<file path="src/rtl/fp_sqrt_iter_if.sv">
// fp_sqrt_iter_if: handshake bundle for the iterative square-root unit.
//   in_valid/in_ready/operand : operand channel (producer -> unit)
//   out_valid/out_ready       : result channel (unit -> consumer)
//   result, flag_nv, flag_nx  : result word and IEEE flags, valid with out_valid
// Modports: master = producer/consumer side, slave = the unit.
interface fp_sqrt_iter_if #(
    parameter int W = 32
);
    logic         in_valid;
    logic         in_ready;
    logic [W-1:0] operand;
    logic         out_valid;
    logic         out_ready;
    logic [W-1:0] result;
    logic         flag_nv;
    logic         flag_nx;

    modport master (
        output in_valid, operand, out_ready,
        input  in_ready, out_valid, result, flag_nv, flag_nx
    );

    modport slave (
        input  in_valid, operand, out_ready,
        output in_ready, out_valid, result, flag_nv, flag_nx
    );
endinterface

</file>
<file path="src/rtl/fp_sqrt_iter.sv">
// fp_sqrt_iter: IEEE-754 square root, any binary format, subnormal inputs,
// round-to-nearest-even, flags nv/nx. Restoring digit recurrence resolving
// BITS_PER_CYCLE root bits per cycle.
// Ports:
//   clk        clock, rising edge
//   rst        asynchronous, active-low reset
//   bus        fp_sqrt_iter_if.slave (operand in, result/flags out)
//   dbg_state  current FSM state (IDLE=0 NORM=1 ITER=2 ROUND=3 OUT=4)
// Handshake: a transfer happens on a rising edge where valid && ready are both
// high. The operand is taken only in IDLE; the result, once out_valid rises,
// stays unchanged until the edge on which out_ready is high.
module fp_sqrt_iter #(
    parameter int EXP_W          = 8,
    parameter int MAN_W          = 23,
    parameter int BITS_PER_CYCLE = 1
) (
    input  logic                 clk,
    input  logic                 rst,
    fp_sqrt_iter_if.slave        bus,
    output logic [2:0]           dbg_state
);
    localparam int W     = 1 + EXP_W + MAN_W;
    localparam int ITERS = (MAN_W + 2 + BITS_PER_CYCLE - 1) / BITS_PER_CYCLE;
    localparam int NB    = ITERS * BITS_PER_CYCLE;   // root bits actually produced
    localparam int EXTRA = NB - (MAN_W + 2);         // bits below guard, folded into sticky
    localparam int BIAS  = 2 ** (EXP_W - 1) - 1;
    localparam int XW    = 2 * NB;                   // radicand shift register
    localparam int RW    = NB + 2;                   // partial remainder
    localparam int EW    = EXP_W + 2;                // signed unbiased exponent
    localparam int CW    = $clog2(ITERS + 1);

    localparam logic [W-1:0]  QNAN       = {1'b0, {EXP_W{1'b1}}, 1'b1, {(MAN_W-1){1'b0}}};
    localparam logic [NB-1:0] EXTRA_MASK = NB'((64'd1 << EXTRA) - 64'd1);

    typedef enum logic [2:0] {
        S_IDLE  = 3'd0,
        S_NORM  = 3'd1,
        S_ITER  = 3'd2,
        S_ROUND = 3'd3,
        S_OUT   = 3'd4
    } state_t;

    state_t state, state_n;

    logic [W-1:0]     opnd;
    logic [XW-1:0]    x_r;
    logic [NB-1:0]    q_r;
    logic [RW-1:0]    rem_r;
    logic [EXP_W-1:0] exp_r;
    logic [CW-1:0]    cnt;
    logic [W-1:0]     result_r;
    logic             nv_r, nx_r;

    // Operand decode and special-case override
    logic             op_sign;
    logic [EXP_W-1:0] op_exp;
    logic [MAN_W-1:0] op_man;
    logic             exp_max, exp_zero, man_zero, is_nan, is_zero, special;
    logic [W-1:0]     sp_res;
    logic             sp_nv;

    assign op_sign  = opnd[W-1];
    assign op_exp   = opnd[W-2 -: EXP_W];
    assign op_man   = opnd[MAN_W-1:0];
    assign exp_max  = &op_exp;
    assign exp_zero = (op_exp == '0);
    assign man_zero = (op_man == '0);
    assign is_nan   = exp_max && !man_zero;
    assign is_zero  = exp_zero && man_zero;
    // Remaining specials: +inf (exp_max) and any negative nonzero value.
    assign special  = exp_max || is_zero || op_sign;

    always_comb begin
        sp_res = QNAN;
        sp_nv  = 1'b0;
        if (is_nan) begin
            sp_nv = !op_man[MAN_W-1];      // signalling NaN
        end else if (is_zero) begin
            sp_res = opnd;                 // keeps the sign of zero
        end else if (op_sign) begin
            sp_nv = 1'b1;
        end else begin
            sp_res = opnd;                 // +inf
        end
    end

    // Normalisation: bring the significand to 1.f and make the exponent even
    logic [MAN_W:0]          sig, sig_n;
    int                      msb, lz;
    logic signed [EW-1:0]    e_un, e_adj;
    logic [XW-1:0]           x_init;
    logic [EXP_W-1:0]        exp_res;

    always_comb begin
        sig = {1'b0, op_man};
        msb = 0;
        for (int i = 0; i <= MAN_W; i++) begin
            if (sig[i]) msb = i;
        end
        lz = MAN_W - msb;
        if (exp_zero) begin
            sig_n = sig << lz;
            e_un  = EW'(1 - BIAS - lz);
        end else begin
            sig_n = {1'b1, op_man};
            e_un  = EW'(int'(op_exp) - BIAS);
        end
        // X = radicand * 2^(2*(NB-1)); an odd exponent doubles the radicand
        // instead of halving, so the root keeps its leading 1 in the top bit.
        x_init = {sig_n, {(XW-MAN_W-1){1'b0}}};
        if (e_un[0]) begin
            e_adj = e_un - EW'(1);
        end else begin
            e_adj  = e_un;
            x_init = x_init >> 1;
        end
        exp_res = EXP_W'((e_adj >>> 1) + EW'(BIAS));
    end

    // One cycle of restoring recurrence
    logic [XW-1:0] x_n;
    logic [NB-1:0] q_n;
    logic [RW-1:0] rem_n;
    logic [RW+1:0] rem_w, trial;

    always_comb begin
        x_n   = x_r;
        q_n   = q_r;
        rem_n = rem_r;
        rem_w = '0;
        trial = '0;
        for (int b = 0; b < BITS_PER_CYCLE; b++) begin
            rem_w = {rem_n, x_n[XW-1 -: 2]};
            trial = {2'b00, q_n, 2'b01};
            if (rem_w >= trial) begin
                rem_w = rem_w - trial;
                q_n   = {q_n[NB-2:0], 1'b1};
            end else begin
                q_n   = {q_n[NB-2:0], 1'b0};
            end
            rem_n = rem_w[RW-1:0];
            x_n   = x_n << 2;
        end
    end

    // Round to nearest even; q_r holds {hidden, fraction, guard, extra}
    logic             guard, sticky, round_up, carry;
    logic [MAN_W-1:0] frac_rnd;
    logic [EXP_W-1:0] exp_rnd;
    logic [W-1:0]     rnd_res;
    logic             rnd_nx;

    always_comb begin
        guard    = q_r[EXTRA];
        sticky   = (rem_r != '0) || ((q_r & EXTRA_MASK) != '0);
        round_up = guard && (sticky || q_r[EXTRA+1]);
        // The hidden bit is always 1, so a carry out of the fraction means 2.0.
        {carry, frac_rnd} = {1'b0, q_r[EXTRA+1 +: MAN_W]} + (MAN_W+1)'(round_up);
        exp_rnd  = carry ? exp_r + EXP_W'(1) : exp_r;
        rnd_res  = {1'b0, exp_rnd, frac_rnd};
        rnd_nx   = guard || sticky;
    end

    // FSM
    always_ff @(posedge clk or negedge rst) begin
        if (!rst) state <= S_IDLE;
        else      state <= state_n;
    end

    always_comb begin
        state_n = state;
        case (state)
            S_IDLE:  if (bus.in_valid) state_n = S_NORM;
            S_NORM:  state_n = special ? S_OUT : S_ITER;
            S_ITER:  if (cnt == CW'(ITERS - 1)) state_n = S_ROUND;
            S_ROUND: state_n = S_OUT;
            S_OUT:   if (bus.out_ready) state_n = S_IDLE;
            default: state_n = S_IDLE;
        endcase
    end

    // Datapath registers
    always_ff @(posedge clk or negedge rst) begin
        if (!rst) begin
            opnd     <= '0;
            x_r      <= '0;
            q_r      <= '0;
            rem_r    <= '0;
            exp_r    <= '0;
            cnt      <= '0;
            result_r <= '0;
            nv_r     <= 1'b0;
            nx_r     <= 1'b0;
        end else begin
            case (state)
                S_IDLE: if (bus.in_valid) opnd <= bus.operand;
                S_NORM: begin
                    if (special) begin
                        result_r <= sp_res;
                        nv_r     <= sp_nv;
                        nx_r     <= 1'b0;
                    end else begin
                        x_r   <= x_init;
                        q_r   <= '0;
                        rem_r <= '0;
                        exp_r <= exp_res;
                        cnt   <= '0;
                    end
                end
                S_ITER: begin
                    x_r   <= x_n;
                    q_r   <= q_n;
                    rem_r <= rem_n;
                    cnt   <= cnt + CW'(1);
                end
                S_ROUND: begin
                    result_r <= rnd_res;
                    nv_r     <= 1'b0;
                    nx_r     <= rnd_nx;
                end
                default: ;
            endcase
        end
    end

    assign bus.in_ready  = (state == S_IDLE) && rst;
    assign bus.out_valid = (state == S_OUT);
    assign bus.result    = result_r;
    assign bus.flag_nv   = nv_r;
    assign bus.flag_nx   = nx_r;
    assign dbg_state     = state;
endmodule

</file>
<file path="src/flat_wrapper.sv">
// flat-port wrapper written by rule: the top's interface ports become plain ports
module fp_sqrt_iter_flat 
#(
    parameter int EXP_W          = 8,
    parameter int MAN_W          = 23,
    parameter int BITS_PER_CYCLE = 1
)
  (clk, rst, dbg_state, bus_in_valid, bus_operand, bus_out_ready, bus_in_ready, bus_out_valid, bus_result, bus_flag_nv, bus_flag_nx);
  fp_sqrt_iter_if #(.W(32)) bus_i ();
  input  logic clk;
  input  logic rst;
  output logic [2:0] dbg_state;
  input wire logic [$bits(bus_i.in_valid)-1:0] bus_in_valid;
  input wire logic [$bits(bus_i.operand)-1:0] bus_operand;
  input wire logic [$bits(bus_i.out_ready)-1:0] bus_out_ready;
  output wire logic [$bits(bus_i.in_ready)-1:0] bus_in_ready;
  output wire logic [$bits(bus_i.out_valid)-1:0] bus_out_valid;
  output wire logic [$bits(bus_i.result)-1:0] bus_result;
  output wire logic [$bits(bus_i.flag_nv)-1:0] bus_flag_nv;
  output wire logic [$bits(bus_i.flag_nx)-1:0] bus_flag_nx;
  assign bus_i.in_valid = bus_in_valid;
  assign bus_i.operand = bus_operand;
  assign bus_i.out_ready = bus_out_ready;
  assign bus_in_ready = bus_i.in_ready;
  assign bus_out_valid = bus_i.out_valid;
  assign bus_result = bus_i.result;
  assign bus_flag_nv = bus_i.flag_nv;
  assign bus_flag_nx = bus_i.flag_nx;
  fp_sqrt_iter #(.EXP_W(EXP_W), .MAN_W(MAN_W), .BITS_PER_CYCLE(BITS_PER_CYCLE)) u_core (.clk(clk), .rst(rst), .bus(bus_i), .dbg_state(dbg_state));
endmodule
</file>
<file path="config.mk">
export PLATFORM = sky130hd
export DESIGN_NAME = fp_sqrt_iter_flat
export DESIGN_NICKNAME = d
export VERILOG_FILES = /design/src/rtl/fp_sqrt_iter_if.sv /design/src/rtl/fp_sqrt_iter.sv /design/src/flat_wrapper.sv
export SDC_FILE = /design/constraint.sdc
export NUM_CORES = 1
export LEC_CHECK = 0
export CAP_MARGIN = 30
export CORE_ASPECT_RATIO = 1.75
export CORE_MARGIN = 4
export CORE_UTILIZATION = 60
export CTS_BUF_LIST = sky130_fd_sc_hd__clkbuf_4
export DETAILED_ROUTE_END_ITERATION = 12
export PLACE_DENSITY = 0.83
export SYNTH_ARGS = -nofsm -noshare
export SYNTH_HDL_FRONTEND = slang
export SYNTH_SLANG_ARGS = --single-unit
</file>
<file path="constraint.sdc">
create_clock -name clk -period 3.7 [get_ports clk]
set_input_delay 1.11 -clock clk [delete_from_list [all_inputs] [get_ports clk]]
set_output_delay 1.11 -clock clk [all_outputs]
set_load 0.01 [all_outputs]
</file>
Yosys cells after proc, flatten, opt, wreduce, memory -nomap -nowiden
Index checks and enable logic that the tools add are counted.

Muxes and demuxes: 54. Add/subtract/negate cells: 9. Shift operators: 1. Equality and inequality tests: 10. Reduce and logical (&&, ||, !) cells: 22. Bitwise operators: 1. Order comparisons: 1.

Operator list (count): 50-bit two-way mux (2); 50-bit case mux with 2 select lines (1); 32-bit two-way mux (3); 32-bit case mux with 2 select lines (1); 27-bit two-way mux (2); 27-bit case mux with 2 select lines (1); 25-bit case mux with 2 select lines (1); 5-bit two-way mux (8); 4-bit two-way mux (8); 23-bit by 32-bit left shift with 24-bit output (1); 31-bit two-way mux (1); 29-bit by 27-bit greater-or-equal comparator with 1-bit output (1); 27-bit nonzero test (1); 27-bit subtractor (1); 25-bit two-way mux (1); 23-bit by 1-bit adder with 24-bit output (1); 24-bit two-way mux (1); 3-bit two-way mux (8); 23-bit logical NOT (1); 9-bit two-way mux (2); 3-bit case mux with 5 select lines (1); 5-bit case mux with 2 select lines (1); 8-bit by 6-bit subtractor with 9-bit output (first input constant) (1); 8-bit by 7-bit subtractor with 9-bit output (second input constant) (1); 25 further kinds (48).

Word-level logic and storage cells: 108. Bits in registers: 184. Bits of input ports: 36. Output and inout port bits: 39.

Logic depth before layout (Yosys ltp)
Depth after elaboration: 28. Mapped depth: 17. Depth with buffers taken out: 14.

Worst setup path before layout
No wires, ideal clock.

Path type: flip-flop to flip-flop. From: register u_core.opnd[14]. To: register u_core.exp_r[7]. Setup slack: 0.337 ns. Path buffers: 4. Stages on the path, launching flop included: 18. Data required time: 3.568 ns. Arrival time: 3.231 ns. Period minus slack after synthesis: 3.363 ns. Setup time: 0.132 ns. Cell sequence: dfrtp_1 buf_6 or3_1 a221oi_2 o21ai_2 a21boi_2 buf_6 inv_2 buf_6 buf_2 ha_1 nor3_1 xor2_1 a21oi_1 nand4_1 nor4_1 xor2_1 o21ai_1.

Longest elaborated chain between the ends: 15. Elaborated cells on any way between the ends: 21. Classes of those cells: add/sub (4); mux (11); bitwise (1); reduce/logical (5).

RTL lines: start, declared (line fp_sqrt_iter.sv:45) `logic [W-1:0] opnd;`; start signal, assigned (line fp_sqrt_iter.sv:196) `S_IDLE: if (bus.in_valid) opnd <= bus.operand;`; 4-bit two-way mux (2 in a row) (line fp_sqrt_iter.sv:98) `if (sig[i]) msb = i;`; 5-bit two-way mux (7 in a row) (line fp_sqrt_iter.sv:98); 5-bit by 5-bit subtractor with 6-bit output (line fp_sqrt_iter.sv:100) `lz = MAN_W - msb;`; 8-bit by 6-bit subtractor with 9-bit output (line fp_sqrt_iter.sv:103) `e_un = EW'(1 - BIAS - lz);`; 9-bit two-way mux (line fp_sqrt_iter.sv:101) `if (exp_zero) begin`; 9-bit by 2-bit subtractor with 9-bit output (line fp_sqrt_iter.sv:112) `e_adj = e_un - EW'(1);`; 9-bit two-way mux (line fp_sqrt_iter.sv:111) `if (e_un[0]) begin`; 8-bit adder (line fp_sqrt_iter.sv:117) `exp_res = EXP_W'((e_adj >>> 1) + EW'(BIAS));`; end signal, assigned (line fp_sqrt_iter.sv:206) `exp_r <= exp_res;`; end, declared (line fp_sqrt_iter.sv:49) `logic [EXP_W-1:0] exp_r;`.

Parallel ways exist; a longest one is shown, timed or not. A chain may end at the register's enable or synchronous reset.

Worst setup path after layout
From: register u_core.q_r[3]. To: register u_core.rem_r[17].

Longest elaborated chain between the ends: 3. Elaborated cells on any way between the ends: 4. Classes of those cells: add/sub (1); order compare (1); mux (2).

RTL lines: start, declared (line fp_sqrt_iter.sv:47) `logic [NB-1:0] q_r;`; start signal, assigned (line fp_sqrt_iter.sv:212) `q_r <= q_n;`; 27-bit subtractor / 29-bit by 27-bit greater-or-equal comparator with 1-bit output (equally long branches) (line fp_sqrt_iter.sv:136, fp_sqrt_iter.sv:135); 27-bit two-way mux (*) (line fp_sqrt_iter.sv:135) `if (rem_w >= trial) begin`; 27-bit case mux with 2 select lines (*) (line fp_sqrt_iter.sv:195) `case (state)`; end signal, assigned (line fp_sqrt_iter.sv:213) `rem_r <= rem_n;`; end, declared (line fp_sqrt_iter.sv:48) `logic [RW-1:0] rem_r;`.

Mark *: on every way between the ends. The rest lies on a longest branch, timed or not.

==> impl_metrics.tcl <==
set metrics [dict create \
    async_flop_share_pct 100 \
    io_pins 75 \
    hold_start "u_core.bus.result[9]" \
    cpMostUsedCell "o21ai_0" \
    wire_per_inst_um 20.7 \
    yosysUniqueCellTypes 84 \
    worst_pin_slew_ps 972 \
    synthToLayoutAreaGrowth_pct 13.9 \
    start_util_pct 61.7 \
    crit_buf_inv 2 \
    fin_nets 1402 \
    io_buffers 74 \
    synth_top_cell_area_share_pct 36.6 \
    place_inst 1539 \
    cp_slowest_cell "dfrtp_1" \
    slew_headroom_pct 35.0 \
    yosysMostFrequentCell "dfrtp_1" \
    crit_chain "inv_1 -> ha_1 -> and3_1 -> o211ai_1 -> a21oi_1 -> o21ai_0 -> o2111ai_1 -> a21oi_2 -> a31oi_4 -> buf_4 -> mux2i_1 -> o21ai_0" \
    yosys.area.top_type "dfrtp_1" \
    synth_enable_flop_cells 0 \
    hold_depth 2 \
    synth_seq_cells 159 \
    cp.arrival_ps 3980 \
    avgSynthCellArea_um2 8.70 \
    die_h_um 186 \
    reg2reg_from "u_core.q_r[3]" \
    grt_max_degree 160 \
    slew_viol_final 0 \
    cts_max_level 4 \
    ctsHoldBuffers 0 \
    hold_end "u_core.bus.result[9]" \
    irDropWorstVdd_v 0.000698 \
    crit_fanout 19 \
    clock_latency_ps 610 \
    num_vias 10118 \
    setup_viol 0 \
    gp_congestion 1.02 \
    status "completed" \
    postCtsResizedCells 1 \
    crit_family "compound AO/OA/AOI/OAI gates" \
    die_x_um 110 \
    num_rows 64 \
    crit_type "flip-flop to flip-flop" \
    seq_area_frac_synth_pct 36.6 \
    totalWireLength_um 32500 \
    ys.flop_type "dfrtp_1" \
    synth_nets 1323 \
    final_area_um2 12400 \
    reg2reg_depth 12 \
    dr.first_iter.drc_count 604 \
    cp_data_required_time_ps 4170 \
    antenna_found_initial 1 \
    layout_setup_ws_ps 191 \
    grt_pass1_vias 10157 \
    via_per_inst 6.44 \
    overflow 0 \
    die-area_um2 20400 \
    cts_tree "yes" \
    hold_class "flip-flop to flip-flop" \
    hold_violations 0 \
    post-place-ws_ps -40.1 \
    dpl-instance-area_um2 12100 \
    clockBufferDepth 2 \
    layout_min_cycle_time_ps 3510 \
    synth_cells 1248 \
    cts_buffers 17 \
    cpPeakStageDelay_ps 440 \
    drive_above_1_share_pct 12.2 \
    synth_area_um2 10900 \
    grtUsageTotal_pct 33.2 \
    synth.area.top_cells "dfrtp_1 (37%), o21ai_0 (5.5%), mux2i_1 (4.9%), nand2_1 (4.7%), ha_1 (4.5%)" \
    leakage_nw 5.27 \
    finalCritPeriodShare_pct 94.8 \
    postRouteAntennaNets 0 \
    r2r_slack_ps 190 \
    clk_root_buffer_cell "clkbuf_4" \
    synth.yosys.warnings 0 \
    grt_first_pass_wirelength_um 52200 \
    fin_skew_ps 17.7 \
    max_cap_violations 0 \
    critPathLaunchType "flip-flop" \
    synth.top_cells.by_count "dfrtp_1 (159), nand2_1 (136), o21ai_0 (119)" \
    r2r_end "u_core.rem_r[17]" \
    firstDrtPassIters 7 \
    core_um2 17600 \
    fmax_mhz 285 \
    cellPowerDensity_nw_per_um2 1000 \
    end_kind "flip-flop" \
    hpwl_um 25000 \
    rsz0062_at_grt "false" \
    clk_pin_slew_ps 150 \
    drc_errors 0 \
    cts_sinks 159 \
    fin_cells 1572 \
    cts.repair_timing.setup_buffer_count 0 \
]
cell usage in the layout (no fill, tap or decap), types with 14 or more instances in the layout:
cell	count
clkbuf_4	17
xor2_1	21
and3_1	18
a211oi_1	15
mux2_2	26
ha_1	39
nor2_1	72
buf_4	67
a21oi_1	59
xnor2_1	47
dfrtp_1	158
inv_1	49
o21ai_0	118
mux2i_1	53
a221oi_1	14
nor3_1	20
a21o_1	21
clkdlybuf4s50_1	73
o22ai_1	15
nand3_1	56
o21a_1	15
nand2_1	135
how the worst max path moves through the flow:
stage / from / end / slack (ps) / depth (start not counted)
finish: u_core.q_r[3] / u_core.rem_r[17] / 190 / 12
global placement: u_core.q_r[1] / u_core.rem_r[26] / -70 / 12
CTS: u_core.q_r[1] / u_core.rem_r[22] / 80 / 12
floorplan: u_core.opnd[14] / u_core.exp_r[7] / 340 / 17
detailed placement: u_core.q_r[1] / u_core.rem_r[26] / -40 / 12
global route: u_core.opnd[11] / u_core.exp_r[7] / 30 / 13
state kept, by name (all words and copies together) (netlist names):
| register | flops |
|---|---|
| u_core.dbg_state | 3 |
| u_core.exp_r | 8 |
| u_core.x_r | 25 |
| u_core.bus.result | 32 |
| u_core.bus.flag_nx | 1 |
| u_core.q_r | 25 |
| u_core.bus.flag_nv | 1 |
| u_core.opnd | 32 |
| u_core.rem_r | 27 |
| u_core.cnt | 5 |
metrics by stage:
step,util [%],TNS [ps],total power [mW],hold slack [ps]
after detailed placement,68.8,-40.1,11.3,469
after CTS,70.2,0,12.3,501
after floorplan,-,0,8.60,460
after global placement,68.8,-69.1,11.2,459
after global routing,70.2,0,13.3,522
final,70.2,0,12.4,494
logic make-up (layout without fill, tap and decap cells):
kind of cell | Yosys count | count (layout) | share of synthesized area, %
DFF | 159 | 159 | 36.6
muxes | 81 | 81 | 7.89
buffers and inverters | 138 | 230 | 5.33
AOI/OAI and AO/OA | 384 | 384 | 23.4
other | 0 | 1 | 0
and+or+nand+nor | 379 | 379 | 16.7
xor gates and xnor gates | 68 | 68 | 5.48
adders and majority gates | 39 | 39 | 4.49
cell type report:
class | count | area [um2]
diodes | 1 | 2.50
clock buffers | 17 | 128
clock inverters | 15 | 111
fillers | 1439 | 5240
inverters | 52 | 195
multi-input cells | 951 | 6320
flip-flops and latches | 159 | 3980
well taps | 231 | 289
repair buffers | 146 | 1350
power breakdown:
group          internal, mW  switching [mW]
Clock                 0.272           0.685
Sequential             2.34           0.771
Combinational          3.61            4.74
Total                  6.23            6.20
worst min-delay path, cell delays in order, from the launching register on:
cell	delay (ps)
dfrtp_1	370
nand2_1	40
o21ai_0	60
metal layers:
| metal | vias up | wire length, um | GRT usage [%] |
|---|---|---|---|
| li1 | 4709 | - | - |
| met1 | 4935 | 11200 | 33.5 |
| met2 | 348 | 17800 | 61.4 |
| met3 | 126 | 1260 | 5.03 |
| met4 | 0 | 2240 | 21.8 |
| met5 | - | 0 | 0 |
No activity file was read; power rests on OpenSTA's default activity.
